`config.mk`:
```
export PLATFORM = sky130hd
export DESIGN_NAME = rr_mux_arbiter
export DESIGN_NICKNAME = d
export VERILOG_FILES = /design/src/rtl/rr_mux_arbiter_pkg.sv /design/src/rtl/rr_mux_arbiter_pick.sv /design/src/rtl/rr_mux_arbiter.sv
export SDC_FILE = /design/constraint.sdc
export NUM_CORES = 1
export LEC_CHECK = 0
export ABC_AREA = 1
export ABC_CLOCK_PERIOD_IN_PS = 3400
export BUFFER_PORTS_ARGS = -buffer_cell sky130_fd_sc_hd__buf_4
export CELL_PAD_IN_SITES_DETAIL_PLACEMENT = 0
export CELL_PAD_IN_SITES_GLOBAL_PLACEMENT = 1
export CORE_AREA = 2 2 60 62
export CTS_CLUSTER_DIAMETER = 200
export DETAILED_ROUTE_END_ITERATION = 8
export DIE_AREA = 0 0 62 64
export MAX_ROUTING_LAYER = met4
export PLACE_DENSITY = 0.92
export SYNTH_ARGS = -nofsm -noshare
export SYNTH_HDL_FRONTEND = slang
export SYNTH_SLANG_ARGS = --single-unit
```
`constraint.sdc`:
```
create_clock -name clk -period 3.4 [get_ports clk]
set_input_delay 0.17 -clock clk [delete_from_list [all_inputs] [get_ports clk]]
set_output_delay 0.17 -clock clk [all_outputs]
set_load 0.02 [all_outputs]
```
`src/rtl/rr_mux_arbiter_pkg.sv`:
```
`default_nettype none
// ============================================================================
//  Module   : rr_mux_pkg
//  Purpose  : Shared types for the round-robin mux arbiter.
//             IDLE: no owner, arbitration runs this cycle.
//             LOCK: one requester owns the shared output until its last beat.
//  Revision : 1.0  initial release
// ============================================================================
package rr_mux_pkg;

  typedef enum logic [0:0] {
    IDLE = 1'b0,
    LOCK = 1'b1
  } state_e;

endpackage : rr_mux_pkg
`default_nettype wire

```
`src/rtl/rr_mux_arbiter_pick.sv`:
```
`default_nettype none
// ============================================================================
//  Module   : rr_pick
//  Purpose  : Combinational rotated priority encoder. Returns the first
//             asserted request found scanning ptr, ptr+1, ... N-1, 0, ...
//             ptr-1. Works for any N >= 2, power of two or not.
//  Ports    : req    in  N   request vector
//             ptr    in  SW  index with highest priority (must be < N)
//             winner out SW  index of the selected requester (0 if none)
//             any    out 1   at least one request is asserted
//  Revision : 1.0  initial release
// ============================================================================
module rr_pick #(
  parameter int N  = 4,
  parameter int SW = $clog2(N)
) (
  input  logic [N-1:0]  req,
  input  logic [SW-1:0] ptr,
  output logic [SW-1:0] winner,
  output logic          any
);

  // One extra bit so ptr + k (max 2N-2) never overflows before the wrap.
  logic [SW:0] idx;

  always_comb begin
    winner = '0;
    any    = |req;
    idx    = '0;
    // Scan from lowest to highest priority so the last hit written is the
    // highest-priority one.
    for (int k = N - 1; k >= 0; k--) begin
      idx = {1'b0, ptr} + (SW + 1)'(k);
      if (idx >= (SW + 1)'(N)) begin
        idx = idx - (SW + 1)'(N);
      end
      if (req[idx[SW-1:0]]) begin
        winner = idx[SW-1:0];
      end
    end
  end

endmodule : rr_pick
`default_nettype wire

```
`src/rtl/rr_mux_arbiter.sv`:
```
`default_nettype none
// ============================================================================
//  Module   : rr_mux_arbiter
//  Purpose  : Round-robin arbiter owning the select of a shared N:1 beat mux.
//             A grant is held for a whole packet (until the owner's last beat
//             transfers), then priority rotates to the next index. Each packet
//             is followed by one idle arbitration cycle.
//  Ports    : clk      in   1    clock, rising edge
//             rst_n    in   1    synchronous reset, active-low
//             req      in   N    per-requester beat valid
//             data     in   N*W  beat i at data[i*W +: W]
//             last     in   N    per-requester end-of-packet flag
//             gnt      out  N    one-hot beat-accepted strobe
//             o_valid  out  1    shared output valid
//             o_data   out  W    shared output beat
//             o_ready  in   1    downstream ready
//             sel      out  SW   current owner index
//             busy     out  1    packet lock held
//  Revision : 1.0  initial release
// ============================================================================
module rr_mux_arbiter
  import rr_mux_pkg::*;
#(
  parameter int N  = 4,
  parameter int W  = 8,
  parameter int SW = $clog2(N)
) (
  input  logic            clk,
  input  logic            rst_n,
  input  logic [N-1:0]    req,
  input  logic [N*W-1:0]  data,
  input  logic [N-1:0]    last,
  output logic [N-1:0]    gnt,
  output logic            o_valid,
  output logic [W-1:0]    o_data,
  input  logic            o_ready,
  output logic [SW-1:0]   sel,
  output logic            busy
);

  state_e        state_q, state_d;
  logic [SW-1:0] ptr_q, ptr_d;
  logic [SW-1:0] sel_q, sel_d;

  logic [SW-1:0] pick_winner;
  logic          pick_any;
  logic [W-1:0]  beat [N];
  logic          xfer;

  rr_pick #(
    .N  (N),
    .SW (SW)
  ) u_pick (
    .req    (req),
    .ptr    (ptr_q),
    .winner (pick_winner),
    .any    (pick_any)
  );

  always_comb begin
    for (int i = 0; i < N; i++) begin
      beat[i] = data[i*W +: W];
    end
  end

  // State register.
  always_ff @(posedge clk) begin
    if (!rst_n) begin
      state_q <= IDLE;
      ptr_q   <= '0;
      sel_q   <= '0;
    end else begin
      state_q <= state_d;
      ptr_q   <= ptr_d;
      sel_q   <= sel_d;
    end
  end

  // Next-state logic.
  always_comb begin
    state_d = state_q;
    ptr_d   = ptr_q;
    sel_d   = sel_q;
    case (state_q)
      IDLE: begin
        if (pick_any) begin
          sel_d   = pick_winner;
          state_d = LOCK;
        end
      end
      LOCK: begin
        // sel keeps the finished owner; only the priority pointer moves.
        if (xfer && last[sel_q]) begin
          state_d = IDLE;
          ptr_d   = (sel_q == SW'(N - 1)) ? '0 : sel_q + SW'(1);
        end
      end
      default: state_d = IDLE;
    endcase
  end

  // Output logic. Gated by rst_n so no grant leaks out during a reset cycle
  // that interrupts a packet.
  always_comb begin
    gnt     = '0;
    o_valid = 1'b0;
    o_data  = '0;
    if (state_q == LOCK && rst_n) begin
      o_valid    = req[sel_q];
      gnt[sel_q] = req[sel_q] & o_ready;
      if (req[sel_q]) begin
        o_data = beat[sel_q];
      end
    end
  end

  assign xfer = |gnt;
  assign sel  = sel_q;
  assign busy = (state_q == LOCK);

endmodule : rr_mux_arbiter
`default_nettype wire

```
# == After elaboration in Yosys (flattened, before gate mapping) ==
# Index checks and enable logic that the tools add are counted.
# word_totals
latch_bits,0
ram_bits,0
mem_count,0
reg_bits,5
wordCells,67
inputBits,43
mem_bits_ro,0
# op_classes
n_eq_ne,1
mux,33
shift,0
n_reduce_logical,7
n_lt_le_gt_ge,11
bitwise,4
div_mod_pow,0
add_sub_neg,8
n_mul,0
# ops
cell,count
$mux 8,4
$mux 2,9
$bmux 8 s2,1
$lt 2x3->1 const B,5
$bmux 1 s2,6
$ge 3x3->1 const B,4
$mux 1,10
$reduce_or 4->1,2
$sub 2x1->2 const B,4
$add 2x2->3 const B,2
$and 4x4->4,1
$mux 4,1
$reduce_and 2->1,2
$add 2x1->3 const B,1
$ge 2x3->1 const B,1
$logic_and 1x1->1,3
$not 2->3,1
$add 2x1->2 const B,1
$demux 1 s2,1
$eq 2x2->1 const B,1
$ge 2x1->1 const B,1
$pmux 1 s2,1
$and 1x1->1,1
$not 1->1,1

# == Depth between registers and ports, before layout ==
# logic_depth
word_depth,10
ltp_mapped,12

# == Cells and area by module ==
# From an unflattened synthesis, not the netlist that was laid out.
# hier_totals
cells_unflattened,176
area_unflattened_um2,883.3
# by_module_without_submodules
module,seq_area_each_um2,instances,cells_per_inst,area_per_inst_um2
rr_mux_arbiter,100.1,1,130,694.4
rr_pick,0.0,1,46,188.9

# == Least setup slack after synthesis ==
# Ideal clock, no wire load.
# synth_timing
kind,reg2reg
start,"reg sel_q[0], in the netlist sel[0]"
end,reg ptr_q[1]
stages_incl_launch_ff,11
required_time_ps,3285
path_slack_ps,1686
setup_ps,115
arrival_ps,1599
n_path_buf,2
path_cell_list,dfxtp_1 > buf_6 > inv_2 > buf_2 > ha_1 > nand2_1 > inv_1 > o211ai_2 > nand2_1 > a21oi_1 > nor2_1
# synth_via
elab_chain_cells,9
# synth_rtl
item,line,source
start: declaration,rr_mux_arbiter.sv:43,"logic [SW-1:0] sel_q, sel_d;"
start signal: assignment,rr_mux_arbiter.sv:75,sel_q <= sel_d;
$lt 2x3->1 (implied by the code) or $ge 2x1->1 (tied branches),rr_mux_arbiter.sv:110,gnt[sel_q] = req[sel_q] & o_ready;
$logic_and 1x1->1 (implied by the code),rr_mux_arbiter.sv:110,
$mux 1 (implied by the code),rr_mux_arbiter.sv:110,
$demux 1 s2,rr_mux_arbiter.sv:110,
$and 4x4->4 (no line),-,
$mux 4,rr_mux_arbiter.sv:108,if (state_q == LOCK && rst_n) begin
$reduce_or 4->1,rr_mux_arbiter.sv:117,assign xfer = |gnt;
$logic_and 1x1->1,rr_mux_arbiter.sv:93,if (xfer && last[sel_q]) begin
$reduce_and 2->1 (no line),-,
end signal: assignment,rr_mux_arbiter.sv:74,ptr_q <= ptr_d;
end: declaration,rr_mux_arbiter.sv:42,"logic [SW-1:0] ptr_q, ptr_d;"
# Several ways; a longest one is shown, not always the timed one. The select of a mux whose other input is x is not followed.
# A chain may end at the register's enable or synchronous reset.

# == Worst setup path after layout ==
# layout_timing
start,"reg sel_q[1], in the netlist sel[1]"
end,out gnt[0]
# layout_via
elab_chain_cells,6
# layout_rtl
item,line,source
$lt 2x3->1 (implied by the code) or $ge 2x1->1 (tied branches),rr_mux_arbiter.sv:110,
$logic_and 1x1->1 (implied by the code),rr_mux_arbiter.sv:110,
$mux 1 (implied by the code),rr_mux_arbiter.sv:110,
$demux 1 s2,rr_mux_arbiter.sv:110,
$and 4x4->4 (no line) *,-,
$mux 4 *,rr_mux_arbiter.sv:108,
end: declaration,rr_mux_arbiter.sv:33,"output logic [N-1:0] gnt,"
# Mark *: on every way between the ends. The rest lies on a longest branch, timed or not. The select of a mux whose other input is x is not followed.

==> impl_metrics.ini <==
[status]
outcome = complete, no violations

[clock_tree]
numClockSinks = 5
cts_root_buf = clkbuf_4
post_cts_buffers = 0
clk_latency_ps = 240
clkTransAtPathRegs_ps = 40
cts_resized = 0
htreeDepth = 1
postCtsHoldBufs = 0
cts_buffers = 3
clock_path_buffers = 2
cts_tree = built

[finish]
drive_gt1_frac = 0.365
final_nets = 267
utilization = 0.417
area_growth_pct = 51.1
n_antenna_cell = 0

[worst_setup_path]
startpoint_type = flip-flop
crit_family = flip-flops
critPathMaxFanout = 15
end_kind = output pin
critPathBufInv = 2
worstPathArrival_ps = 2160
worstPathRequired_ps = 3230
crit_type = reg -> out
crit_path_top_delay_cell = dfxtp_1
cp_cell_sequence = inv_1, o211ai_2, nand2_2, nand2_1, nor2_1, buf_4
slowest_delay_ps = 680

[detailed_routing]
vias_per_cell = 4.49
firstDrtPassIters = 5
drt-total-wl_um = 2760
wire_per_inst_um = 10.4
antenna_left = 0
vias = 1190
drt_iter0_drc = 55
route.detailed.drc = 0

[synthesis]
ys_types = 23
yosys_warnings = 0
synth_seq_cells = 5
synth_cells = 164
seq_area_frac_synth = 0.110
synth.cell_area_sq_um = 906
syn_nets = 211
syn_avg_cell_area_sq_um = 5.52

[die]
dieArea_sq_mm = 0.00397
rows = 21
die_y_um = 64
start_util = 0.276
core_area_sq_mm = 0.00328
die_w_um = 62
ios = 59

[power_and_ir_drop]
total_power_w = 0.000301
leakage_nw = 0.726
power.density_mw_per_mm2 = 220
ir_drop_v = 0.000179

[global_routing]
grt.total_usage = 0.140
grt_pass1_wl_um = 4270
grt_pass1_vias = 1005
antenna_found_initial = 0
grt_max_degree = 21
grt_overflow_total = 0

[timing]
slew_headroom = 0.604
rsz0062_at_grt = false
setup_tns_ps = 0
hold_ws_ps = 198
fin_worst_skew_ps = 3.30
finalSetupViolations = 0
max_freq_mhz = 429
slew_violations = 0
tightest_slew_ps = 593
period_share = 0.686
post-route-min-period_ps = 2330
hold_violations = 0
setup_ws_ps = 1070

[min_path]
min_path_type = in -> reg

[placed_design]
place.detailed.hpwl_um = 2230
dp_slack_ps = 1280
port_buffers = 58
gp_congestion = 0.867

[run]
maxCapViolCount = 0
[tightest hold or removal path, cell delays in order]
cell	delay (ps)
buf_4	110
nand2_1	50
nor2_1	70
[state kept, by name, summed over array words and instances (netlist names)]
| signal | cells |
|---|---|
| ptr_q | 2 |
| busy | 1 |
| sel | 2 |
[per-stage QoR]
step	instance area [sq um]	std cells
global route	1370	265
finish	1370	265
CTS	1370	265
detailed placement	1340	261
global placement	1340	261
floorplan	906	164
[cell usage in the layout (no fill, tap or decap)]
cell / Yosys / layout
nor4_1: 1 / 1
nand3_1: 10 / 10
clkbuf_4: 0 / 3
o21ai_1: 11 / 11
or2_0: 1 / 1
inv_2: 4 / 4
o21ai_2: 1 / 1
buf_4: 2 / 59
dfxtp_1: 5 / 5
o21ai_0: 11 / 11
inv_6: 1 / 1
ha_1: 4 / 4
clkbuf_1: 0 / 1
nor2_1: 41 / 41
or2_1: 1 / 1
a21oi_2: 1 / 1
o211ai_2: 4 / 4
o22ai_2: 1 / 1
a21oi_1: 12 / 12
inv_1: 15 / 15
nand2_1: 26 / 26
nand2_2: 5 / 5
nand3_2: 1 / 1
[per-layer routing]
metal  part of all wire  global-route usage  routed length, um
met1               0.46               0.188               1280
met2               0.47               0.219               1310
met3              0.062              0.0344                172
met4                  0              0.0133                  0
met5                  0                   -                  0
[synthesized netlist by cell type (all sizes together)]
cell type  number  area, sq um
nand3          11         60.1
inv            20         80.1
buf             8         63.8
o21ai          23          119
nand2          31          129
nor4            1         6.26
o22ai           1         12.5
nor2           41          154
a21oi          13         68.8
dfxtp           5          100
o211ai          4         50.1
ha              4         50.1
or2             2         12.5
[kinds of logic after synthesis]
| group | count (synthesis) | synth area share |
|---|---|---|
| compound gates | 41 | 0.276 |
| fa+ha+maj | 4 | 0.0553 |
| buf+inv | 28 | 0.159 |
| flops | 5 | 0.111 |
| simple gates | 86 | 0.399 |
[worst paths after layout]
check | from | endpoint | slack, ps | cells past startpoint
worst min-delay path | rst_n | ptr_q[0] | 200 | 3
worst max register to register | sel[1] | ptr_q[0] | 1360 | 8
worst max-delay path | sel[1] | gnt[0] | 1070 | 6
worst min register to register | busy | busy | 550 | 2
[final cells by class]
| cell class | count | area [sq um] |
|---|---|---|
| multi-input combinational | 131 | 662 |
| tap | 46 | 57.6 |
| timing repair buffer | 59 | 443 |
| inverter | 20 | 80.1 |
| sequential | 5 | 100 |
| fill | 372 | 1920 |
| clock buffer | 4 | 26.3 |
[power by group]
group	switching (W)	internal, W	total, W
clock	0.0000220	0.0000442	0.0000663
sequential	0.0000128	0.0000627	0.0000755
combinational	0.0000832	0.0000760	0.000159
Power figures use the tool's default switching activity.
